$ cat src/rtl/game_pkg.sv
`default_nettype none
// ============================================================================
// Module   : game_pkg
// Brief    : Status encoding and default timing shared by the game blocks.
// Revision : 1.0
// ============================================================================
package game_pkg;

    localparam logic [1:0] ST_IDLE = 2'd0;
    localparam logic [1:0] ST_PLAY = 2'd1;
    localparam logic [1:0] ST_OVER = 2'd2;

    // 10 ms debounce and 60 Hz frame at a 100 MHz system clock
    localparam int DEF_DEBOUNCE_CYCLES = 1_000_000;
    localparam int DEF_TICK_CYCLES     = 1_666_667;

    function automatic logic is_play(input logic [1:0] status);
        return status == ST_PLAY;
    endfunction

endpackage : game_pkg
`default_nettype wire

$ cat src/rtl/debounce.sv
`default_nettype none
// ============================================================================
// Module   : debounce
// Brief    : Two-flop synchroniser plus hold-time debouncer for one button.
// Revision : 1.0
// ============================================================================
module debounce
    import game_pkg::*;
#(
    parameter int DEBOUNCE_CYCLES = DEF_DEBOUNCE_CYCLES
) (
    input  logic clk,
    input  logic rst,
    input  logic raw_i,
    output logic level_o
);

    localparam int DW = (DEBOUNCE_CYCLES > 2) ? $clog2(DEBOUNCE_CYCLES) : 1;
    localparam logic [DW-1:0] DB_LAST = DW'(DEBOUNCE_CYCLES - 1);

    logic          s1_q;
    logic          s2_q;
    logic          level_q;
    logic          level_d;
    logic [DW-1:0] db_cnt_q;
    logic [DW-1:0] db_cnt_d;

    // A new level is accepted only after it has held for DEBOUNCE_CYCLES edges
    always_comb begin
        level_d  = level_q;
        db_cnt_d = db_cnt_q;
        if (s2_q == level_q) begin
            db_cnt_d = '0;
        end else if (db_cnt_q == DB_LAST) begin
            level_d  = s2_q;
            db_cnt_d = '0;
        end else begin
            db_cnt_d = db_cnt_q + 1'b1;
        end
    end

    always_ff @(posedge clk) begin
        if (rst) begin
            s1_q     <= 1'b0;
            s2_q     <= 1'b0;
            level_q  <= 1'b0;
            db_cnt_q <= '0;
        end else begin
            s1_q     <= raw_i;
            s2_q     <= s1_q;
            level_q  <= level_d;
            db_cnt_q <= db_cnt_d;
        end
    end

    assign level_o = level_q;

endmodule : debounce
`default_nettype wire

$ cat src/rtl/flap_input.sv
`default_nettype none
// ============================================================================
// Module   : flap_input
// Brief    : Button conditioning, frame tick and frame-aligned flap/start.
// Revision : 1.0
// ============================================================================
module flap_input
    import game_pkg::*;
#(
    parameter int DEBOUNCE_CYCLES = DEF_DEBOUNCE_CYCLES,
    parameter int TICK_CYCLES     = DEF_TICK_CYCLES
) (
    input  logic        clk,
    input  logic        rst,
    input  logic        up,
    input  logic [1:0]  status,
    output logic        tick,
    output logic        flap,
    output logic        start,
    output logic        up_level,
    output logic [15:0] flap_count
);

    localparam int TW = (TICK_CYCLES > 2) ? $clog2(TICK_CYCLES) : 1;
    localparam logic [TW-1:0] TK_LAST = TW'(TICK_CYCLES - 1);

    logic          level_w;
    logic          up_level_d_q;
    logic [TW-1:0] tk_cnt_q;
    logic [TW-1:0] tk_cnt_d;
    logic          pending_q;
    logic          pending_d;
    logic          tick_q;
    logic          tick_d;
    logic          flap_q;
    logic          flap_d;
    logic          start_q;
    logic          start_d;
    logic [15:0]   flap_count_q;
    logic [15:0]   flap_count_d;
    logic          press_w;
    logic          tick_edge_w;
    logic          req_w;

    debounce #(
        .DEBOUNCE_CYCLES (DEBOUNCE_CYCLES)
    ) u_debounce (
        .clk     (clk),
        .rst     (rst),
        .raw_i   (up),
        .level_o (level_w)
    );

    assign press_w     = level_w & ~up_level_d_q;
    assign tick_edge_w = (tk_cnt_q == TK_LAST);
    assign req_w       = pending_q | press_w;

    // Requests gather between ticks and are routed by the status seen at the tick
    always_comb begin
        tk_cnt_d     = tick_edge_w ? '0 : tk_cnt_q + 1'b1;
        pending_d    = pending_q | press_w;
        tick_d       = 1'b0;
        flap_d       = 1'b0;
        start_d      = 1'b0;
        if (tick_edge_w) begin
            tick_d    = 1'b1;
            flap_d    = req_w & is_play(status);
            start_d   = req_w & ~is_play(status);
            pending_d = 1'b0;
        end
        flap_count_d = flap_count_q;
        if (flap_d && (flap_count_q != 16'hFFFF)) begin
            flap_count_d = flap_count_q + 16'd1;
        end
    end

    always_ff @(posedge clk) begin
        if (rst) begin
            up_level_d_q <= 1'b0;
            tk_cnt_q     <= '0;
            pending_q    <= 1'b0;
            tick_q       <= 1'b0;
            flap_q       <= 1'b0;
            start_q      <= 1'b0;
            flap_count_q <= 16'd0;
        end else begin
            up_level_d_q <= level_w;
            tk_cnt_q     <= tk_cnt_d;
            pending_q    <= pending_d;
            tick_q       <= tick_d;
            flap_q       <= flap_d;
            start_q      <= start_d;
            flap_count_q <= flap_count_d;
        end
    end

    assign up_level   = level_w;
    assign tick       = tick_q;
    assign flap       = flap_q;
    assign start      = start_q;
    assign flap_count = flap_count_q;

endmodule : flap_input
`default_nettype wire

$ cat config.mk
export PLATFORM = sky130hd
export DESIGN_NAME = flap_input
export DESIGN_NICKNAME = d
export VERILOG_FILES = /design/src/rtl/game_pkg.sv /design/src/rtl/debounce.sv /design/src/rtl/flap_input.sv
export SDC_FILE = /design/constraint.sdc
export NUM_CORES = 1
export LEC_CHECK = 0
export BUFFER_PORTS_ARGS = -buffer_cell sky130_fd_sc_hd__buf_2
export CORE_ASPECT_RATIO = 1.5
export CORE_MARGIN = 2
export CORE_UTILIZATION = 39
export DETAILED_ROUTE_END_ITERATION = 6
export GPL_TIMING_DRIVEN = 0
export SKIP_CTS_REPAIR_TIMING = 1
export SLEW_MARGIN = 10
export SYNTH_ARGS = -nofsm -noshare
export SYNTH_HDL_FRONTEND = slang
export SYNTH_HIERARCHICAL = 1
export SYNTH_SLANG_ARGS = --single-unit
$ cat constraint.sdc
create_clock -name clk -period 2.7 [get_ports clk]
set_clock_uncertainty 0.05 [all_clocks]
set_input_delay 0.54 -clock clk [delete_from_list [all_inputs] [get_ports clk]]
set_output_delay 0.54 -clock clk [all_outputs]
set_load 0.05 [all_outputs]
==> impl_metrics.tcl, run 1 <==
set metrics [dict create \
    dr_total_vias 2485 \
    path_max_fanout 8 \
    clockBufferDepth 2 \
    fin_setup_tns_ns 0 \
    synth-main-ff-cell "dfxtp_1" \
    grt_pass1_vias 2443 \
    cts_root_buf "clkbuf_16" \
    ys_seq_area_share_pct 43.3 \
    ant_nets 0 \
    status "complete, no violations" \
    synth_edf_count 0 \
    dieArea_um2 8440 \
    grt_use_total_pct 17.0 \
    syn-cell-area_um2 3000 \
    slowest_delay_ns 0.39 \
    mostFrequentLayoutCells "dfxtp_1 (65), nor2_1 (39), buf_2 (25)" \
    ys_seq_elements 65 \
    synth_top_family_by_area "simple AND/OR/NAND/NOR gates" \
    crit_family "simple AND/OR/NAND/NOR gates" \
    overflow 0 \
    cp_slowest_cell "dfxtp_1" \
    drt_iter0_drc 102 \
    synthMuxAreaShare_pct 1.42 \
    clock_sinks 65 \
    synthDistinctLibCells 41 \
    grt_pass1_wl_mm 11.0 \
    synth-xor-area-share_pct 10.2 \
    core_area_um2 7560 \
    gp_routability_congestion 0.795 \
    hold_ws_ns 0.364 \
    dieHeight_um 111 \
    drive_above_1_share_pct 16.2 \
    io_pins 25 \
    wl_per_cell_um 13.2 \
    tritoncts "built" \
    critPathLaunchType "flop" \
    largest_reg_flops 21 \
    multi_input_area_um2 1630 \
    place.port_buffers 24 \
    final_nets 387 \
    rsz0062_at_grt "no" \
    leakagePower_nw 1.23 \
    synthesis.nets 352 \
    tightest_slew_ns 0.794 \
    initial_core_util_pct 39.7 \
    path_cells "nor2b_1 -> o2111ai_2 -> or3_1 -> buf_2 -> nor4_1 -> mux2_1" \
    stdcell_count 485 \
    largest-register "tk_cnt_q" \
    clk_pin_slew_ns 0.05 \
    setup-violations-final 0 \
    post-route-period-util_pct 85.4 \
    worst_ep_required_time_ns 2.86 \
    max_freq_mhz 434 \
    vdd_ir_drop_max_mv 0.368 \
    cp-end-kind "flop" \
    vias_per_cell 5.12 \
    grt_antenna_before_repair 0 \
    slew_headroom_pct 46.6 \
    final-hold-violation-count 0 \
    fill_cells 750 \
    synthAdderAreaFrac_pct 1.67 \
    crit_type "flop to flop" \
    num_rows 39 \
    slew_violations 0 \
    place_hpwl_mm 4.63 \
    synth_warnings 6 \
    grt_max_degree 12 \
    placed_cells 469 \
    synthCells 343 \
    placed_area_um2 3250 \
    num_antenna_cells 0 \
    post_synth.cell_area_avg_um2 8.76 \
    die_w_um 75.7 \
    cts.htree.levels 3 \
    ys_async_sr_fraction_pct 0 \
    routed_wl_mm 6.38 \
    cts_inserted_buffers 9 \
    synth_compound_area_share_pct 6.87 \
    layout_commonest_cell "dfxtp_1" \
    hp-class "input port to flop" \
    dr.pass1.iters 4 \
    area_growth_pct 19.7 \
    power.density_nw_per_um2 650 \
    arrival_ns 2.47 \
    clk_latency_ns 0.33 \
    drv_cap 0 \
    fin_area_um2 3600 \
    cp_num_buf_inv 1 \
    drc 0 \
    register_area_um2 1300 \
    finalCriticalPeriod_ns 2.30 \
    synthSimpleGateAreaFrac_pct 34.0 \
]
## cells in the mapped netlist (10+ instances only)
cell type	n	area share [%]
a21oi_1	13	2.2
dfxtp_1	65	43
nand2_1	23	2.9
nand3_1	22	3.7
nand4_1	16	3.3
nor2_1	39	4.9
nor2_2	10	2.1
nor2b_1	11	2.3
nor3_1	10	1.7
o21ai_0	13	2.2
or3_1	13	2.7
or4_1	10	2.5
xnor2_1	21	6.1
xor2_1	14	4.1
## per-stage QoR
stage / util, % / setup WS, ns / power [mW]
finish: 47.6 / 0.395 / 2.34
global route: 47.6 / 0.244 / 2.42
CTS: 47.6 / 0.387 / 2.37
detailed placement: 43.0 / 0.236 / 1.03
global placement: 43.0 / 0.224 / 1.03
floorplan: - / 0.320 / 1.01
## logic make-up after synthesis
| family | Yosys count |
|---|---|
| AOI/OAI and AO/OA | 34 |
| xor gates and xnor gates | 35 |
| adders and majority gates | 4 |
| buffers and inverters | 17 |
| DFF | 65 |
| muxes | 4 |
| and+or+nand+nor | 184 |
## worst paths after layout
kind,from,endpoint,slack [ns],depth (start not counted)
worst max-delay path,u_debounce/level_o,flap_count[7],0.40,6
worst min-delay path,up,u_debounce/s1_q,0.36,2
worst max register to register,u_debounce/level_o,flap_count[7],0.40,6
worst min register to register,u_debounce/s1_q,u_debounce/s2_q,0.41,1
## report_power, final
| part | internal, mW | total (mW) | leakage [nW] | switching, mW |
|---|---|---|---|---|
| clock network | 0.925 | 1.33 | 0.166 | 0.409 |
| registers | 0.966 | 0.972 | 0.524 | 0.00605 |
| logic | 0.0114 | 0.0342 | 0.542 | 0.0227 |
## metal layers
layer,vias to the layer above,routed length [um],GRT usage (%)
li1,1289,-,-
met1,1149,2650,18.1
met2,37,3350,29.1
met3,10,219,5.25
met4,0,156,8.30
met5,-,0,0
## worst reg2reg max path: cells and delay by family (launching register included)
family / cells / cell delay (ns)
AND/OR/NAND/NOR: 3 / 1.05
multiplexers: 1 / 0.35
buffers and inverters: 1 / 0.17
flip-flops: 1 / 0.39
AO/OA/AOI/OAI: 1 / 0.18
## area by class of cell
| type | instances | share of cell area (%) |
|---|---|---|
| multi-input combinational | 261 | 45.2 |
| inverter | 8 | 0.835 |
| sequential | 65 | 36.2 |
| timing repair buffer | 24 | 3.34 |
| tap | 102 | 3.55 |
| clock inverter | 5 | 2.85 |
| clock buffer | 11 | 6.75 |
| buffer | 9 | 1.29 |
Note: power is estimated with default switching activity, not from simulation.
==> run 2, diff against run 1 <==
--- a/config.mk
+++ b/config.mk
@@ -15,5 +15,4 @@
 export SLEW_MARGIN = 10
 export SYNTH_ARGS = -nofsm -noshare
 export SYNTH_HDL_FRONTEND = slang
-export SYNTH_HIERARCHICAL = 1
 export SYNTH_SLANG_ARGS = --single-unit
==> impl_metrics.tcl, run 2 <==
set metrics [dict create \
    status "complete, no violations" \
    synth_warnings 0 \
    final-hold-violation-count 0 \
    cp_slowest_cell "or4_1" \
    synthTopCellsByArea "dfxtp_1 (46%), nor2_1 (9.0%), xor2_1 (7.1%)" \
    largest-register "tk_cnt_q" \
    clockBufferDepth 2 \
    tightest_slew_ns 0.716 \
    post_synth.cell_area_avg_um2 8.81 \
    grt_max_degree 13 \
    num_rows 38 \
    leakagePower_nw 1.19 \
    vias_per_cell 5.11 \
    hp-class "input port to flop" \
    place.port_buffers 24 \
    drv_cap 0 \
    drc 0 \
    crit_type "flop to flop" \
    synth_edf_count 0 \
    fill_cells 719 \
    synthCells 323 \
    cts_root_buf "clkbuf_8" \
    synth.most_common_cell "nor2_1" \
    cp_num_buf_inv 1 \
    synthDistinctLibCells 38 \
    yosys-top-cells-count "nor2_1 (68), dfxtp_1 (65), xor2_1 (23)" \
    ys_async_sr_fraction_pct 0 \
    power.density_nw_per_um2 568 \
    drt_iter0_drc 96 \
    wl_per_cell_um 12.4 \
    vdd_ir_drop_max_mv 0.295 \
    ys_seq_elements 65 \
    cts_inserted_buffers 9 \
    io_pins 25 \
    arrival_ns 2.76 \
    dr_total_vias 2271 \
    dieHeight_um 109 \
    area_growth_pct 15.4 \
    initial_core_util_pct 39.9 \
    slew_headroom_pct 51.8 \
    utilization_pct 46.1 \
    critPathLaunchType "flop" \
    grt_pass1_vias 2122 \
    grt_pass1_wl_mm 9.33 \
    multi_input_area_um2 1490 \
    synth_top_area_cell "dfxtp_1" \
    largest_reg_flops 21 \
    stdcell_count 444 \
    final_nets 367 \
    grt_use_total_pct 15.1 \
    synthesis.nets 332 \
    clk_pin_slew_ns 0.08 \
    cp-end-kind "flop" \
    grt_antenna_before_repair 0 \
    ant_nets 0 \
    drive_above_1_share_pct 16.0 \
    post-route-period-util_pct 93.8 \
    core_area_um2 7130 \
    setup-violations-final 0 \
    slowest_delay_ns 0.57 \
    layout_commonest_cell "nor2_1" \
    tritoncts "built" \
    register_area_um2 1300 \
    dr.pass1.iters 4 \
    max_freq_mhz 395 \
    fin_setup_tns_ns 0 \
    mostFrequentLayoutCells "nor2_1 (68), dfxtp_1 (65), buf_2 (26)" \
    slew_violations 0 \
    cts.htree.levels 3 \
    finalCriticalPeriod_ns 2.53 \
    clock_sinks 65 \
    placed_cells 427 \
    place_hpwl_mm 4.01 \
    dieArea_um2 8010 \
    clk_latency_ns 0.35 \
    ys_seq_area_share_pct 45.7 \
    overflow 0 \
    syn-cell-area_um2 2850 \
    worst_ep_required_time_ns 2.93 \
    gp_routability_congestion 0.780 \
    die_w_um 73.8 \
    path_max_fanout 7 \
    path_cells "nor4_1 -> o2111ai_1 -> or4_1 -> buf_2 -> or3_1 -> a21oi_1" \
    synth_top_area_share_pct 45.7 \
    routed_wl_mm 5.50 \
    rsz0062_at_grt "no" \
    synth-main-ff-cell "dfxtp_1" \
    crit_family "simple AND/OR/NAND/NOR gates" \
]
run 2: path summary, 6_finish.rpt:
path / startpoint / endpoint / slack [ns] / depth (start not counted)
max: tk_cnt_q[12] / flap_count[15] / 0.17 / 6
min: up / u_debounce.s1_q / 0.37 / 2
max reg2reg: tk_cnt_q[12] / flap_count[15] / 0.17 / 6
min reg2reg: u_debounce.db_cnt_q[0] / u_debounce.db_cnt_q[0] / 0.40 / 1
run 2: cell type report:
class | instances | share of cell area (%)
Antenna cell | 1 | 0.0762
Buffer | 10 | 1.22
Clock buffer | 11 | 4.61
Clock inverter | 5 | 1.94
Inverter | 4 | 0.457
Multi-Input combinational cell | 244 | 45.4
Sequential cell | 65 | 39.6
Tap cell | 80 | 3.05
Timing Repair Buffer | 24 | 3.66
run 2: metal layers:
metal	part of all wire, %	vias up	GRT usage [%]
li1	-	1176	-
met1	45	1060	16.9
met2	50	29	25.8
met3	3.6	6	5.73
met4	1.3	0	5.45
met5	0	-	0
run 2: stage by stage:
step / power [mW] / worst slack (ns) / instance area, um^2 / hold slack [ns]
2_1_floorplan: 1.01 / 0.213 / 2850 / 0.363
3_3_place_gp: 1.03 / 0.188 / 3070 / 0.367
3_5_place_dp: 1.03 / 0.142 / 3070 / 0.387
4_1_cts: 1.89 / 0.140 / 3280 / 0.354
5_1_grt: 1.94 / 0.0482 / 3280 / 0.356
6_report: 1.87 / 0.168 / 3280 / 0.369
run 2: where the power goes:
group	internal, mW	switching [mW]	leakage [nW]
combinational	0.0120	0.0227	0.557
sequential	0.964	0.00522	0.524
clock	0.481	0.381	0.106
run 2: worst register-to-register path, delay by kind of cell, from the launching register on:
family | cells | cell delay, ns
AND/OR/NAND/NOR | 3 | 1.42
AO/OA/AOI/OAI | 2 | 0.50
flip-flops | 1 | 0.34
buffers and inverters | 1 | 0.17
run 2: logic make-up after synthesis:
kind of cell,Yosys count,share of synthesized area [%]
fa+ha+maj,4,1.76
buf+inv,14,1.93
xor+xnor,42,12.9
simple gates,177,32.1
mux,6,2.29
compound gates,15,3.25
flops,65,45.7
==> run 3, diff against run 2 <==
--- a/config.mk
+++ b/config.mk
@@ -10,7 +10,6 @@
 export CORE_MARGIN = 2
 export CORE_UTILIZATION = 39
 export DETAILED_ROUTE_END_ITERATION = 6
-export GPL_TIMING_DRIVEN = 0
 export SKIP_CTS_REPAIR_TIMING = 1
 export SLEW_MARGIN = 10
 export SYNTH_ARGS = -nofsm -noshare
==> impl_metrics.tcl, run 3 (synthesis gave the netlist of run 2 again) <==
set metrics [dict create \
    max_freq_mhz 406 \
    worst_ep_required_time_ns 2.93 \
    leakagePower_nw 1.16 \
    overflow 0 \
    slew_violations 0 \
    power.density_nw_per_um2 535 \
    gp_routability_congestion 0.759 \
    dieArea_um2 8010 \
    clk_pin_slew_ns 0.07 \
    dieHeight_um 109 \
    ant_nets 0 \
    min_to "u_debounce.s1_q" \
    grt_pass1_vias 2133 \
    post-route-period-util_pct 91.2 \
    grt_pass1_wl_mm 9.25 \
    clk_latency_ns 0.34 \
    status "complete, no violations" \
    cts_root_buf "clkbuf_8" \
    arrival_ns 2.69 \
    drive_above_1_share_pct 16.6 \
    mostFrequentLayoutCells "nor2_1 (68), dfxtp_1 (65), buf_2 (24)" \
    place.port_buffers 24 \
    final-hold-violation-count 0 \
    dr.pass1.iters 4 \
    num_rows 38 \
    reg2reg_depth 7 \
    cts_inserted_buffers 9 \
    critPathLaunchType "flop" \
    rsz0062_at_grt "no" \
    largest-register "tk_cnt_q" \
    drt_iter0_drc 104 \
    grt_max_degree 21 \
    place_hpwl_mm 3.86 \
    vias_per_cell 5.07 \
    cp_num_buf_inv 1 \
    r2r-end "flap_count[15]" \
    fin_area_um2 3230 \
    wl_met1_mm 2.34 \
    vdd_ir_drop_max_mv 0.319 \
    fill_cells 715 \
    slowest_delay_ns 0.65 \
    dr_total_vias 2217 \
    routed_wl_mm 5.34 \
    clockBufferDepth 2 \
    rrSetupSlack_ns 0.24 \
    drc 0 \
    clock_sinks 65 \
    placed_area_um2 3060 \
    fin_setup_tns_ns 0 \
    io_pins 25 \
    rr_startpoint "tk_cnt_q[0]" \
    path_cells "inv_1 -> ha_1 -> nand3b_1 -> or4_4 -> or4_1 -> or3_1 -> a21oi_1" \
    area_growth_pct 13.5 \
    initial_core_util_pct 39.9 \
    path_max_fanout 7 \
    tightest_slew_ns 0.750 \
    met2_length_mm 2.68 \
    finalCriticalPeriod_ns 2.46 \
    highest_layer "met4" \
    wl_met3_um 173 \
    cts.htree.levels 3 \
    crit_type "flop to flop" \
    startpoint "tk_cnt_q[0]" \
    tritoncts "built" \
    hp-class "input port to flop" \
    crit_family "simple AND/OR/NAND/NOR gates" \
    largest_reg_flops 21 \
    die_w_um 73.8 \
    setup-violations-final 0 \
    worstHoldPathCells 2 \
    cp-end-kind "flop" \
    cp_slowest_cell "or4_1" \
    slew_headroom_pct 49.6 \
    grt_antenna_before_repair 1 \
    grt_use_total_pct 15.0 \
    drv_cap 0 \
    final_nets 361 \
    layout_commonest_cell "nor2_1" \
    worstHoldStart "up" \
    core_area_um2 7130 \
    wl_per_cell_um 12.2 \
]
run 3: worst max path at each step:
| stage | slack [ns] | cells after the start | end |
|---|---|---|---|
| final | 0.24 | 7 | flap_count[15] |
| after detailed placement | 0.24 | 7 | flap_count[15] |
| after floorplan | 0.21 | 6 | flap_count[15] |
| after global routing | 0.09 | 6 | flap_count[13] |
| after global placement | 0.29 | 7 | flap_count[15] |
| after CTS | 0.23 | 7 | flap_count[15] |
run 3: stage by stage:
| step | hold WS [ns] | utilization (%) | worst slack [ns] | instances | total power [mW] |
|---|---|---|---|---|---|
| 6_report | 0.371 | 45.3 | 0.239 | 437 | 1.73 |
| 5_1_grt | 0.372 | 45.2 | 0.0924 | 436 | 1.79 |
| 4_1_cts | 0.361 | 45.2 | 0.232 | 436 | 1.75 |
| 3_5_place_dp | 0.388 | 42.9 | 0.245 | 421 | 1.03 |
| 3_3_place_gp | 0.372 | 42.9 | 0.286 | 421 | 1.03 |
| 2_1_floorplan | 0.363 | - | 0.213 | 323 | 1.01 |
run 3: cell type report:
type,count,area (um^2),share of cell area (%)
repair buffers,28,150,4.65
clock inverters,5,32.5,1.01
clock buffers,10,138,4.26
diodes,1,2.50,0.0775
inverters,4,15.0,0.465
flip-flops and latches,65,1300,40.3
multi-input cells,244,1490,46.1
well taps,80,100,3.10
run 3: where the power goes:
group / switching, mW / total [mW] / leakage [nW] / internal (mW)
registers: 0.00531 / 0.969 / 0.524 / 0.964
clock network: 0.376 / 0.725 / 0.0802 / 0.349
logic: 0.0211 / 0.0342 / 0.559 / 0.0131
run 3: metal layers:
layer / global-route usage, % / vias to the layer above
met2: 25.7 / 26
met4: 9.35 / 0
met1: 16.3 / 1013
met3: 3.14 / 10
li1: - / 1168
met5: 0 / -
run 3: worst reg2reg max path: cells and delay by family (launching register included):
kind / cells / cell delay (ns)
compound gates: 1 / 0.13
fa+ha+maj: 1 / 0.14
simple gates: 4 / 1.67
flops: 1 / 0.34
buf+inv: 1 / 0.07
